==> src/rtl/input_port_buffer_if.sv <==
// Flit-side and arbiter-side signals of one router input port buffer.
// Handshake: a flit transfers in on a rising edge where wr_en=1 and full=0; it leaves on an edge where grant=1 and req=1.
`timescale 1ns/1ps
interface input_port_buffer_if #(
  parameter int DATA_W = 32,
  parameter int DEPTH  = 8
);
  localparam int CNT_W = $clog2(DEPTH) + 1;

  logic [DATA_W-1:0] flit_in;
  logic              wr_en;
  logic              full;
  logic              overflow;
  logic              grant;
  logic              req;
  logic [2:0]        flit_id;
  logic [11:0]       length;
  logic [DATA_W-1:0] flit_out;
  logic [CNT_W-1:0]  count;

  // master: upstream link plus arbiter; slave: the buffer itself
  modport master (
    output flit_in, wr_en, grant,
    input  full, overflow, req, flit_id, length, flit_out, count
  );
  modport slave (
    input  flit_in, wr_en, grant,
    output full, overflow, req, flit_id, length, flit_out, count
  );
endinterface

==> src/rtl/input_port_buffer.sv <==
// Per-port input FIFO feeding the five-port arbiter; exposes head flit ID and current packet length.
// rst is asynchronous and active-low.
`timescale 1ns/1ps
module input_port_buffer #(
  parameter int DATA_W = 32,
  parameter int DEPTH  = 8
) (
  input  logic                  clk,
  input  logic                  rst,
  input_port_buffer_if.slave    bus
);
  localparam int PTR_W = $clog2(DEPTH);
  localparam int CNT_W = PTR_W + 1;
  localparam logic [2:0] ID_HEADER = 3'b001;

  logic [DATA_W-1:0] mem [DEPTH];
  logic [PTR_W-1:0]  wr_ptr;
  logic [PTR_W-1:0]  rd_ptr;
  logic [CNT_W-1:0]  count_q;
  logic [11:0]       length_q;
  logic              overflow_q;

  logic              empty;
  logic              full;
  logic              push;
  logic              pop;
  logic [DATA_W-1:0] head_flit;
  logic              head_is_hdr;

  assign empty = (count_q == '0);
  assign full  = (count_q == CNT_W'(DEPTH));
  assign push  = bus.wr_en && !full;
  assign pop   = bus.grant && !empty;

  // Head is forced to zero when empty so stale storage never looks like a header.
  assign head_flit   = empty ? '0 : mem[rd_ptr];
  assign head_is_hdr = (head_flit[2:0] == ID_HEADER);

  always_ff @(posedge clk) begin
    if (push) mem[wr_ptr] <= bus.flit_in;
  end

  always_ff @(posedge clk or negedge rst) begin
    if (!rst) begin
      wr_ptr     <= '0;
      rd_ptr     <= '0;
      count_q    <= '0;
      length_q   <= '0;
      overflow_q <= 1'b0;
    end else begin
      if (push) wr_ptr <= wr_ptr + PTR_W'(1);
      if (pop)  rd_ptr <= rd_ptr + PTR_W'(1);
      case ({push, pop})
        2'b10:   count_q <= count_q + CNT_W'(1);
        2'b01:   count_q <= count_q - CNT_W'(1);
        default: count_q <= count_q;
      endcase
      overflow_q <= bus.wr_en && full;
      if (head_is_hdr) length_q <= head_flit[14:3];
    end
  end

  // The arbiter samples length while the header is at the head, before length_q has caught it.
  assign bus.length   = head_is_hdr ? head_flit[14:3] : length_q;
  assign bus.flit_out = head_flit;
  assign bus.flit_id  = head_flit[2:0];
  assign bus.req      = !empty;
  assign bus.full     = full;
  assign bus.overflow = overflow_q;
  assign bus.count    = count_q;
endmodule

==> src/flat_wrapper.sv <==
// flat-port wrapper written by rule: the top's interface ports become plain ports
module input_port_buffer_flat 
#(
  parameter int DATA_W = 32,
  parameter int DEPTH  = 8
)
  (clk, rst, bus_flit_in, bus_wr_en, bus_grant, bus_full, bus_overflow, bus_req, bus_flit_id, bus_length, bus_flit_out, bus_count);
  input_port_buffer_if #(.DATA_W(DATA_W), .DEPTH(DEPTH)) bus_i ();
  input  logic clk;
  input  logic rst;
  input wire logic [$bits(bus_i.flit_in)-1:0] bus_flit_in;
  input wire logic [$bits(bus_i.wr_en)-1:0] bus_wr_en;
  input wire logic [$bits(bus_i.grant)-1:0] bus_grant;
  output wire logic [$bits(bus_i.full)-1:0] bus_full;
  output wire logic [$bits(bus_i.overflow)-1:0] bus_overflow;
  output wire logic [$bits(bus_i.req)-1:0] bus_req;
  output wire logic [$bits(bus_i.flit_id)-1:0] bus_flit_id;
  output wire logic [$bits(bus_i.length)-1:0] bus_length;
  output wire logic [$bits(bus_i.flit_out)-1:0] bus_flit_out;
  output wire logic [$bits(bus_i.count)-1:0] bus_count;
  assign bus_i.flit_in = bus_flit_in;
  assign bus_i.wr_en = bus_wr_en;
  assign bus_i.grant = bus_grant;
  assign bus_full = bus_i.full;
  assign bus_overflow = bus_i.overflow;
  assign bus_req = bus_i.req;
  assign bus_flit_id = bus_i.flit_id;
  assign bus_length = bus_i.length;
  assign bus_flit_out = bus_i.flit_out;
  assign bus_count = bus_i.count;
  input_port_buffer #(.DATA_W(DATA_W), .DEPTH(DEPTH)) u_core (.clk(clk), .rst(rst), .bus(bus_i));
endmodule
==> config.mk <==
export PLATFORM = sky130hd
export DESIGN_NAME = input_port_buffer_flat
export DESIGN_NICKNAME = d
export VERILOG_FILES = /design/src/rtl/input_port_buffer_if.sv /design/src/rtl/input_port_buffer.sv /design/src/flat_wrapper.sv
export SDC_FILE = /design/constraint.sdc
export NUM_CORES = 1
export LEC_CHECK = 0
export ABC_CLOCK_PERIOD_IN_PS = 4160
export CORE_MARGIN = 2
export CORE_UTILIZATION = 58
export CTS_CLUSTER_SIZE = 16
export DETAILED_ROUTE_END_ITERATION = 8
export GPL_TIMING_DRIVEN = 0
export MAX_ROUTING_LAYER = met4
export PLACE_DENSITY = 0.8
export SETUP_SLACK_MARGIN = 0.2
export SYNTH_ARGS = -nofsm -noshare
export SYNTH_HDL_FRONTEND = slang
export SYNTH_SLANG_ARGS = --single-unit
==> constraint.sdc <==
create_clock -name clk -period 4.16 [get_ports clk]
set_input_delay 0.832 -clock clk [delete_from_list [all_inputs] [get_ports clk]]
set_output_delay 0.832 -clock clk [all_outputs]
set_load 0.02 [all_outputs]
==> results of run 1 <==
-- worst paths after layout --
| kind | startpoint | to | slack, ps | cells past startpoint |
|---|---|---|---|---|
| min in group asynchronous | rst | u_core.rd_ptr[1] | 930 | 1 |
| worst min-delay path | u_core.length_q[8] | u_core.length_q[8] | 490 | 1 |
| worst max-delay path | u_core.rd_ptr[0] | bus_length[0] | 320 | 7 |
| worst min register to register | u_core.length_q[8] | u_core.length_q[8] | 490 | 1 |
| worst max register to register | u_core.bus.count[1] | u_core.mem[0][27] | 1360 | 7 |
| max in group asynchronous | rst | u_core.rd_ptr[1] | 2430 | 1 |
-- Yosys cell counts, drive strengths merged (4+ instances only) --
master	number	share of area [%]
edfxtp	256	71
mux4	63	13
nor2	39	1.3
mux2i	33	3.3
dfrtp	23	5.3
buf	17	1.0
mux2	14	1.8
clkbuf	10	0.35
nand2	9	0.31
ha	5	0.58
xor2	5	0.40
nand2b	4	0.23
-- power groups by stage --
stage | sequential [mW] | combinational [mW] | clock (mW)
5_1_grt | 3.77 | 4.61 | 2.58
4_1_cts | 3.74 | 4.36 | 2.49
3_3_place_gp | 3.77 | 4.11 | 0
3_5_place_dp | 3.79 | 4.34 | 0
6_report | 3.74 | 4.33 | 2.44
2_1_floorplan | 3.76 | 2.63 | 0
-- timing repair --
item                       CTS  global route
buffers inserted             0             0
resized for setup           28             9
setup endpoints to repair   32            19
-- final cells by class --
class | count | area [um^2]
Sequential cell | 279 | 8260
Fill cell | 1094 | 5230
Multi-Input combinational cell | 194 | 2540
Timing Repair Buffer | 99 | 1140
Clock buffer | 38 | 757
Tap cell | 234 | 293
Buffer | 27 | 206
Clock inverter | 11 | 144
Inverter | 2 | 7.51
-- metal layers --
metal  vias up  share of wire (%)  global-route usage [%]
met5         -                  0                       -
met4         0                1.9                    4.58
met3        39                6.2                    4.04
met2       207                 52                    40.4
met1      2692                 40                    30.7
li1       2300                  -                       -
-- cell usage in the layout (no fill, tap or decap), types with 3 or more instances in the layout --
cell type / count
buf_6: 7
clkinv_2: 3
ha_1: 5
bufinv_16: 3
dfrtp_1: 22
mux2_1: 3
clkbuf_1: 9
nand2b_1: 4
buf_16: 8
mux2i_1: 30
clkbuf_8: 4
nor2b_1: 3
nor2_4: 6
clkdlybuf4s50_1: 78
xor2_1: 5
mux4_2: 61
clkbuf_2: 7
dlygate4sd2_1: 10
clkbuf_16: 27
mux2_4: 10
nor2_1: 33
edfxtp_1: 256
buf_2: 5
xnor2_1: 3
and2_1: 3
clkinv_1: 3
nand2_1: 9
buf_4: 3
-- kinds of logic (layout without fill, tap and decap cells) --
kind of cell / count (synthesis) / count (layout)
fa+ha+maj: 5 / 5
buf+inv: 29 / 177
mux: 110 / 110
flops: 279 / 279
compound gates: 5 / 5
xor+xnor: 8 / 8
simple gates: 66 / 66
-- registers in the layout, summed over array words and instances (netlist names) --
| name | count |
|---|---|
| u_core.mem | 256 |
| u_core.bus.count | 4 |
| u_core.length_q | 12 |
| u_core.rd_ptr | 3 |
| u_core.wr_ptr | 3 |
| u_core.bus.overflow | 1 |
-- critical path, stage by stage, from the launching register on --
cell             delay, ps
dfrtp_1                380
buf_6                  200
buf_8                  200
mux4_2                 510
mux2i_1                230
nor2_1                  80
mux2_1                 320
clkdlybuf4s50_1        550
-- per-stage QoR --
step | setup TNS (ps) | power [mW] | hold slack, ps | instances
5_1_grt | 0 | 11.0 | 502 | 884
6_report | 0 | 10.5 | 493 | 884
3_3_place_gp | -186260 | 7.88 | 475 | 825
2_1_floorplan | 0 | 6.39 | 484 | 502
4_1_cts | 0 | 10.6 | 498 | 884
3_5_place_dp | 0 | 8.13 | 478 | 835
==> key figures, run 1 <==
Global route
  • Grt ovf: 0
  • Largest net degree at the start of global routing: 26
  • Initial antenna violation count: 0
  • First-pass GRT wire length: 33,500 um
  • Vias in the first global route: 5,623
  • All-Layer GR Usage: 23.6%

Yosys
  • Post-Synthesis Cells: 502
  • Post-Synth XOR/XNOR Area: 0.644%
  • Post-synthesis mux area share: 18.2%
  • Post-synthesis adder-cell area fraction: 0.575%
  • Synth Cell Area: 10,900 um^2
  • Avg Inst Size Synth: 21.7 um^2
  • Share of flip-flops with an asynchronous set or reset: 8.24%
  • Number of synthesized flops with an enable pin: 256
  • Combinational family with the most area after synthesis: multiplexers
  • Yosys cell types: 33
  • Syn_nets: 543
  • Seq cells post-synth: 279
  • Yosys warns: 0
  • Post-synthesis compound-gate area fraction: 0.265%
  • Post-synthesis simple-gate area fraction: 2.93%
  • Commonest register cell after synthesis: edfxtp_1
  • Post-synthesis sequential area ratio: 76.0%

Place
  • Final Wtd Congestion: approximately 0.73
  • Worst Setup Slack post-DPL: roughly 300 ps
  • Post-DP Area: roughly 12,000 um^2
  • HPWL Detailed: 13,400 um
  • Port buffer count: 89

Worst setup path
  • Arrival @ worst endpoint: 3010 ps
  • CP Launch Type: flip-flop
  • Crit-path max FO: 10
  • Kind of critical path: flip-flop to output port
  • Crit end category: output port
  • Worst path required time: 3330 ps

Clocking
  • TritonCTS clock tree: built
  • Worst-Skew Late Latency: around 540 ps
  • Post-CTS Hold Fix Bufs: 0
  • Total CTS buffers: 27
  • TritonCTS Sinks: 279
  • Clk buf depth: 3
  • CTS root buffer: clkbuf_16
  • H-tree levels: 1
  • Clock transition at the registers of the reported paths: around 60 ps

Cells and area
  • Core Util, Final: between 70% and 80%
  • Nets: roughly 670
  • Area delta synth->final: 22.7%
  • Ratio of cells with drive above 1 in the final layout: around a quarter
  • Post-route cell area: roughly 13,000 um^2
  • N_diodes: 0

STA
  • Final Hold Vio Count: 0
  • Fin crit period: between 3000 and 4000 ps
  • Final worst slack: 323 ps
  • Slew margin rel.: between 15 and 20%
  • Fmax: around 260 MHz
  • Worst-Margin Slew: 1210 ps
  • # setup viols final: 0
  • Clock Skew: around 12 ps
  • Fin crit share: 92.2%
  • RSZ-0062 raised after global routing: false
  • Slew Limit Fails: 0

Floorplan
  • Placement Rows: 50
  • Starting Density: 58.5%
  • Die width: between 100 and 150 um
  • Full die area: 19,900 um^2
  • # IOs: 90
  • Die Y: 141 um
  • Core Box Area: roughly 19,000 um^2

Power
  • Clock share of power: 23.3%
  • Sw Pwr: around 3.4 mW
  • Pwr dens: 787 nW/um^2
  • Sw frac: roughly a third
  • Int Pwr: 7.10 mW
  • Pleak: between 4 and 5 nW
  • Power share of the sequential group: about 36%
  • Worst VDD drop: 0.493 mV
  • Logic pwr share: 41.2%

Route
  • Drt first-iter violations: 387
  • DR vias/cell: 5.93
  • Routed wire per std cell: 24.7 um
  • Post-route antenna net violation count: 0
  • DRC viols: 0
  • Post-Route WL: 21,800 um
  • Pre-antenna DRT Iters: 4
  • Total number of vias: 5,238

Worst hold path
  • Min-delay worst type: flip-flop to flip-flop

Job
  • Max Cap Viol: 0

Outcome
  • Outcome: complete, no violations
Power figures use the tool's default switching activity.
==> run 2, diff against run 1 <==
--- a/config.mk
+++ b/config.mk
@@ -5,14 +5,14 @@
 export SDC_FILE = /design/constraint.sdc
 export NUM_CORES = 1
 export LEC_CHECK = 0
-export ABC_CLOCK_PERIOD_IN_PS = 4160
+export ABC_CLOCK_PERIOD_IN_PS = 4800
 export CORE_MARGIN = 2
-export CORE_UTILIZATION = 58
+export CORE_UTILIZATION = 40
 export CTS_CLUSTER_SIZE = 16
 export DETAILED_ROUTE_END_ITERATION = 8
 export GPL_TIMING_DRIVEN = 0
 export MAX_ROUTING_LAYER = met4
-export PLACE_DENSITY = 0.8
+export PLACE_DENSITY = 0.59
 export SETUP_SLACK_MARGIN = 0.2
 export SYNTH_ARGS = -nofsm -noshare
 export SYNTH_HDL_FRONTEND = slang
==> constraint.sdc (replaced) <==
create_clock -name clk -period 4.8 [get_ports clk]
set_input_delay 0.96 -clock clk [delete_from_list [all_inputs] [get_ports clk]]
set_output_delay 0.96 -clock clk [all_outputs]
set_load 0.02 [all_outputs]
==> key figures, run 2 (synthesized netlist as in run 1, its figures left out) <==
Worst setup path
  • Max incr delay on CP: between 500 and 600 ps
  • Cells along the critical path: buf_2, buf_2, mux4_2, mux2i_1, nor2_1, mux2_1, clkdlybuf4s50_1
  • Crit Reg-Reg Endpoint: u_core.bus.count[2]
  • Worst Reg2Reg Path Length in Cells: 11
  • Arrival @ worst endpoint: 3390 ps
  • R2R setup slack: roughly 2000 ps
  • CP Launch Type: flip-flop
  • R2r startpoint: u_core.bus.count[2]
  • Kind of critical path: flip-flop to output port
  • Most used cell, CP: buf_2
  • CP max-delay cell: mux4_2
  • Crit end category: output port
  • Crit path from: u_core.rd_ptr[0]
  • Buf+Inv Stages, Crit Path: 3
  • Crit-path max FO: 10
  • CP delay by family, top: buffers and inverters
  • Worst path required time: 3840 ps

Floorplan
  • Full die area: about 29,000 um^2
  • # IOs: 90
  • Core Box Area: 26,800 um^2
  • Die Y: ~170 um
  • Starting Density: 40.6%
  • Die width: 169 um
  • Placement Rows: 60

Worst hold path
  • Min-delay worst type: flip-flop to flip-flop
  • Hold Path End: u_core.length_q[6]
  • Hold Path Origin: u_core.length_q[6]
  • Depth of the worst hold-timing path: 1

Global route
  • GR Util met3: about 2.7%
  • Largest net degree at the start of global routing: 24
  • Most Crowded Layer GR: met2
  • Global Route met2 Usage: 27.8%
  • Initial antenna violation count: 1
  • All-Layer GR Usage: 16.5%
  • Vias in the first global route: 5,559
  • First-pass GRT wire length: 34,100 um
  • Grt ovf: 0
  • GR Util met1: 21.4%

STA
  • Setup TNS: 0 ps
  • Final Hold Vio Count: 0
  • Fin crit period: 4350 ps
  • RSZ-0062 raised after global routing: false
  • Fmax: between 200 and 250 MHz
  • Slew Limit Fails: 0
  • Fin crit share: 90.7%
  • # setup viols final: 0
  • Worst-Margin Slew: between 1000 and 1500 ps
  • Clock Skew: 14.7 ps
  • Slew margin rel.: between 20% and 30%

Route
  • Drt first-iter violations: 316
  • Routed wire per std cell: 22.3 um
  • DRC viols: 0
  • Post-Route WL: roughly 22,000 um
  • Pre-antenna DRT Iters: 4
  • Total number of vias: just over 5,000
  • Post-route antenna net violation count: 0
  • DR vias/cell: 5.19

Cells and area
  • Max reg flops: 256
  • Most frequent cells in the layout: edfxtp_1 (256), clkdlybuf4s50_1 (89), mux4_2 (61), nor2_1 (33), mux2i_1 (31)
  • Commonest non-fill, non-tap cell in the layout: edfxtp_1
  • Ratio of cells with drive above 1 in the final layout: 24.4%
  • Reg with most FFs: u_core.mem
  • Nets: 677
  • Area delta synth->final: 23.3%
  • FILL cells: 2,142

Power
  • Total power: 9.14 mW
  • Clock share of power: a little under a quarter
  • Pwr dens: 681 nW/um^2
  • Pleak: 4.54 nW
  • Logic pwr share: 40.8%
  • Sw frac: 32.4%
  • Int Pwr: roughly 6.2 mW
  • Power share of the sequential group: 35.2%
  • Sw Pwr: 2.96 mW
  • Worst VDD drop: 0.389 mV

Clocking
  • TritonCTS clock tree: built
  • Worst-Skew Late Latency: 540 ps
  • CTS root buffer: clkbuf_16
  • H-tree levels: 1
  • Clk buf depth: 3
  • Post-CTS Setup Bufs: 0
  • TritonCTS Sinks: 279
  • Total CTS buffers: 29
  • Clock transition at the registers of the reported paths: around 60 ps

Outcome
  • Outcome: complete, no violations

Place
  • Final Wtd Congestion: 0.719
  • Port buffer count: 89
  • HPWL Detailed: 14,100 um

Job
  • Max Cap Viol: 0
run 2: changes by cell type in the layout (fill, tap and decap cells not counted), moves of 3 or more:
cell / before / now
buf_4: 3 / 6
clkbuf_2: 7 / 1
clkinv_1: 3 / 7
dlygate4sd2_1: 10 / 0
buf_6: 7 / 10
clkdlybuf4s50_1: 78 / 89
clkinv_2: 3 / 6
clkbuf_1: 9 / 13
buf_2: 5 / 9
buf_12: 2 / 6
buf_16: 8 / 0
run 2: area by class of cell:
type                            count  area (um^2)  area share (%)
Tap cell                          341          427            3.18
Clock inverter                     18          163            1.21
Timing Repair Buffer              103         1100            8.21
Clock buffer                       36          782            5.83
Antenna cell                        1         2.50          0.0186
Buffer                             27          151            1.13
Inverter                            2         7.51          0.0559
Multi-Input combinational cell    194         2520            18.8
Sequential cell                   279         8260            61.6
run 2: stage by stage:
stage / setup slack (ps) / utilization, % / hold slack [ps] / std cells / area (um^2)
floorplan: 723 / - / 484 / 502 / 10900
global placement: -2370 / 45.5 / 475 / 932 / 12200
detailed placement: 450 / 46.5 / 480 / 946 / 12500
CTS: 359 / 50.1 / 494 / 1000 / 13400
global route: 250 / 50.1 / 498 / 1001 / 13400
finish: 447 / 50.1 / 491 / 1001 / 13400
run 2: power groups by stage:
stage | clock network [mW] | registers, mW | logic [mW]
2_1_floorplan | 0 | 3.26 | 2.28
3_3_place_gp | 0 | 3.28 | 3.64
3_5_place_dp | 0 | 3.27 | 3.79
4_1_cts | 2.24 | 3.22 | 3.81
5_1_grt | 2.34 | 3.25 | 3.99
6_report | 2.19 | 3.22 | 3.73
run 2: how the worst max path moves through the flow:
stage                        endpoint  slack [ps]  cells past startpoint
finish                 bus_length[11]         450                      7
global route           bus_length[11]         250                      7
CTS                  bus_flit_out[28]         360                      7
detailed placement   bus_flit_out[28]         450                      5
global placement    u_core.mem[0][31]       -2370                      4
floorplan            u_core.mem[0][0]         720                      3
run 2: per-layer routing:
metal	vias to the layer above	part of all wire [%]
li1	2315	-
met1	2719	43
met2	128	51
met3	31	3.9
met4	0	1.9
met5	-	0
run 2: timing repair:
item | 4_1_cts | 5_1_grt
setup endpoints to repair | 12 | 0
resized for setup | 2 | 0
hold buffers | 0 | 0
==> run 3, diff against run 2 <==
--- a/config.mk
+++ b/config.mk
@@ -6,7 +6,8 @@
 export NUM_CORES = 1
 export LEC_CHECK = 0
 export ABC_CLOCK_PERIOD_IN_PS = 4800
-export CORE_MARGIN = 2
+export CORE_ASPECT_RATIO = 0.9
+export CORE_MARGIN = 3
 export CORE_UTILIZATION = 40
 export CTS_CLUSTER_SIZE = 16
 export DETAILED_ROUTE_END_ITERATION = 8
==> key figures, run 3 (synthesized netlist as in run 1, its figures left out) <==
Cells and area
  • Area delta synth->final: 22.9%
  • Fin cells: 1,002
  • Commonest non-fill, non-tap cell in the layout: edfxtp_1
  • Ratio of cells with drive above 1 in the final layout: about a quarter
  • Most frequent cells in the layout: edfxtp_1 (256), clkdlybuf4s50_1 (88), mux4_2 (61), nor2_1 (33), mux2i_1 (31)
  • Nets: 675
  • Max reg flops: 256
  • Reg with most FFs: u_core.mem

Job
  • Max Cap Viol: 0

Floorplan
  • Core Box Area: 26,400 um^2
  • Die width: 180 um
  • # IOs: 90
  • Die Y: 162 um
  • Starting Density: a little over 40%
  • Placement Rows: 56
  • Full die area: 29,200 um^2

Clocking
  • Post-CTS Hold Fix Bufs: 0
  • Worst-Skew Late Latency: 520 ps
  • H-tree levels: 1
  • TritonCTS clock tree: built
  • Clock transition at the registers of the reported paths: 60 ps
  • Clk buf depth: 3
  • Total CTS buffers: 27
  • CTS root buffer: clkbuf_16
  • TritonCTS Sinks: about 280

Worst hold path
  • Min-delay worst type: primary input to async pin

Place
  • Placed cell count: 953
  • HPWL Detailed: 14,500 um
  • Port buffer count: 89
  • Final Wtd Congestion: 0.718

Global route
  • Largest net degree at the start of global routing: 24
  • Grt ovf: 0
  • First-pass GRT wire length: 34,700 um
  • Vias in the first global route: 5,608
  • All-Layer GR Usage: between 10% and 20%
  • Initial antenna violation count: 1

Route
  • Pre-antenna DRT Iters: 5
  • Routed wire per std cell: 22.7 um
  • DR vias/cell: between 5 and 6
  • Drt first-iter violations: about 250
  • Post-route antenna net violation count: 0
  • Total number of vias: 5,172
  • DRC viols: 0
  • Post-Route WL: 22,700 um

Worst setup path
  • Kind of critical path: flip-flop to output port
  • Crit end category: output port
  • Max incr delay on CP: 670 ps
  • Crit-path max FO: 10
  • Worst path required time: between 3000 and 4000 ps
  • CP max-delay cell: clkdlybuf4s50_1
  • Arrival @ worst endpoint: 3440 ps
  • CP delay by family, top: buffers and inverters
  • CP Launch Type: flip-flop
  • Cells along the critical path: buf_6, clkbuf_1, buf_2, mux4_2, mux2i_1, nor2_1, clkdlybuf4s50_1
  • Buf+Inv Stages, Crit Path: 4

STA
  • Fin crit period: 4400 ps
  • Worst-Margin Slew: a little under 1000 ps
  • RSZ-0062 raised after global routing: false
  • Fin crit share: 91.7%
  • Slew margin rel.: 35.0%
  • Clock Skew: about 10 ps
  • Final Hold Vio Count: 0
  • Fmax: about 230 MHz
  • Slew Limit Fails: 0
  • # setup viols final: 0

Power
  • Total power: approximately 9 mW
  • Worst VDD drop: 0.430 mV
  • Pwr dens: 674 nW/um^2
  • Pleak: 4.51 nW

Outcome
  • Outcome: complete, no violations
-- run 3: cell type report --
class / instances / area, um^2
Clock inverter: 16 / 158
Timing Repair Buffer: 103 / 1140
Buffer: 27 / 154
Inverter: 2 / 7.51
Clock buffer: 32 / 694
Sequential cell: 279 / 8260
Fill cell: 2127 / 13000
Multi-Input combinational cell: 194 / 2520
Tap cell: 348 / 435
Antenna cell: 1 / 2.50
-- run 3: per-layer routing --
layer | wire length, um | vias to the layer above | GRT usage (%)
li1 | - | 2288 | -
met1 | 9820 | 2705 | 21.7
met2 | 11300 | 148 | 26.7
met3 | 1250 | 31 | 2.79
met4 | 397 | 0 | 3.13
met5 | 0 | - | -
-- run 3: per-stage QoR --
step / hold slack, ps / worst slack (ps) / area [um^2] / TNS [ps] / utilization (%)
4_1_cts: 496 / 308 / 13400 / 0 / 50.6
6_report: 450 / 399 / 13400 / 0 / 50.6
2_1_floorplan: 484 / 723 / 10900 / 0 / -
5_1_grt: 489 / 213 / 13400 / 0 / 50.6
3_3_place_gp: 473 / -2450 / 12200 / -249970 / 46.2
3_5_place_dp: 478 / 577 / 12500 / 0 / 47.4
-- run 3: final timing paths --
check | startpoint | to | slack (ps) | cells past startpoint
setup / recovery | u_core.rd_ptr[1] | bus_flit_out[28] | 400 | 7
setup reg to reg | u_core.bus.count[1] | u_core.mem[0][27] | 1830 | 8
max in group asynchronous | rst | u_core.rd_ptr[0] | 3930 | 1
min in group clk | u_core.length_q[6] | u_core.length_q[6] | 490 | 1
hold / removal | rst | u_core.bus.overflow | 450 | 1
hold reg to reg | u_core.length_q[6] | u_core.length_q[6] | 490 | 1
-- run 3: where the power goes --
group	switching (mW)	total [mW]	internal (mW)
clock	0.859	2.05	1.19
combinational	1.95	3.75	1.80
sequential	0.132	3.22	3.09
total	2.94	9.02	6.07
-- run 3: timing repair --
item,CTS,global route
buffers inserted,0,0
cloned,0,0
endpoints found under the hold margin,0,0
resized for setup,2,1
setup endpoints to repair,10,1
-- run 3: worst reg2reg max path, cell delays in order, from the launching register on --
cell and delay [ps]:
dfrtp_1 350, clkbuf_1 350, nor4b_1 140, nor2b_1 400, nand2b_1 350, nor3_2 540, buf_6 230, buf_8 160
buf_8 160
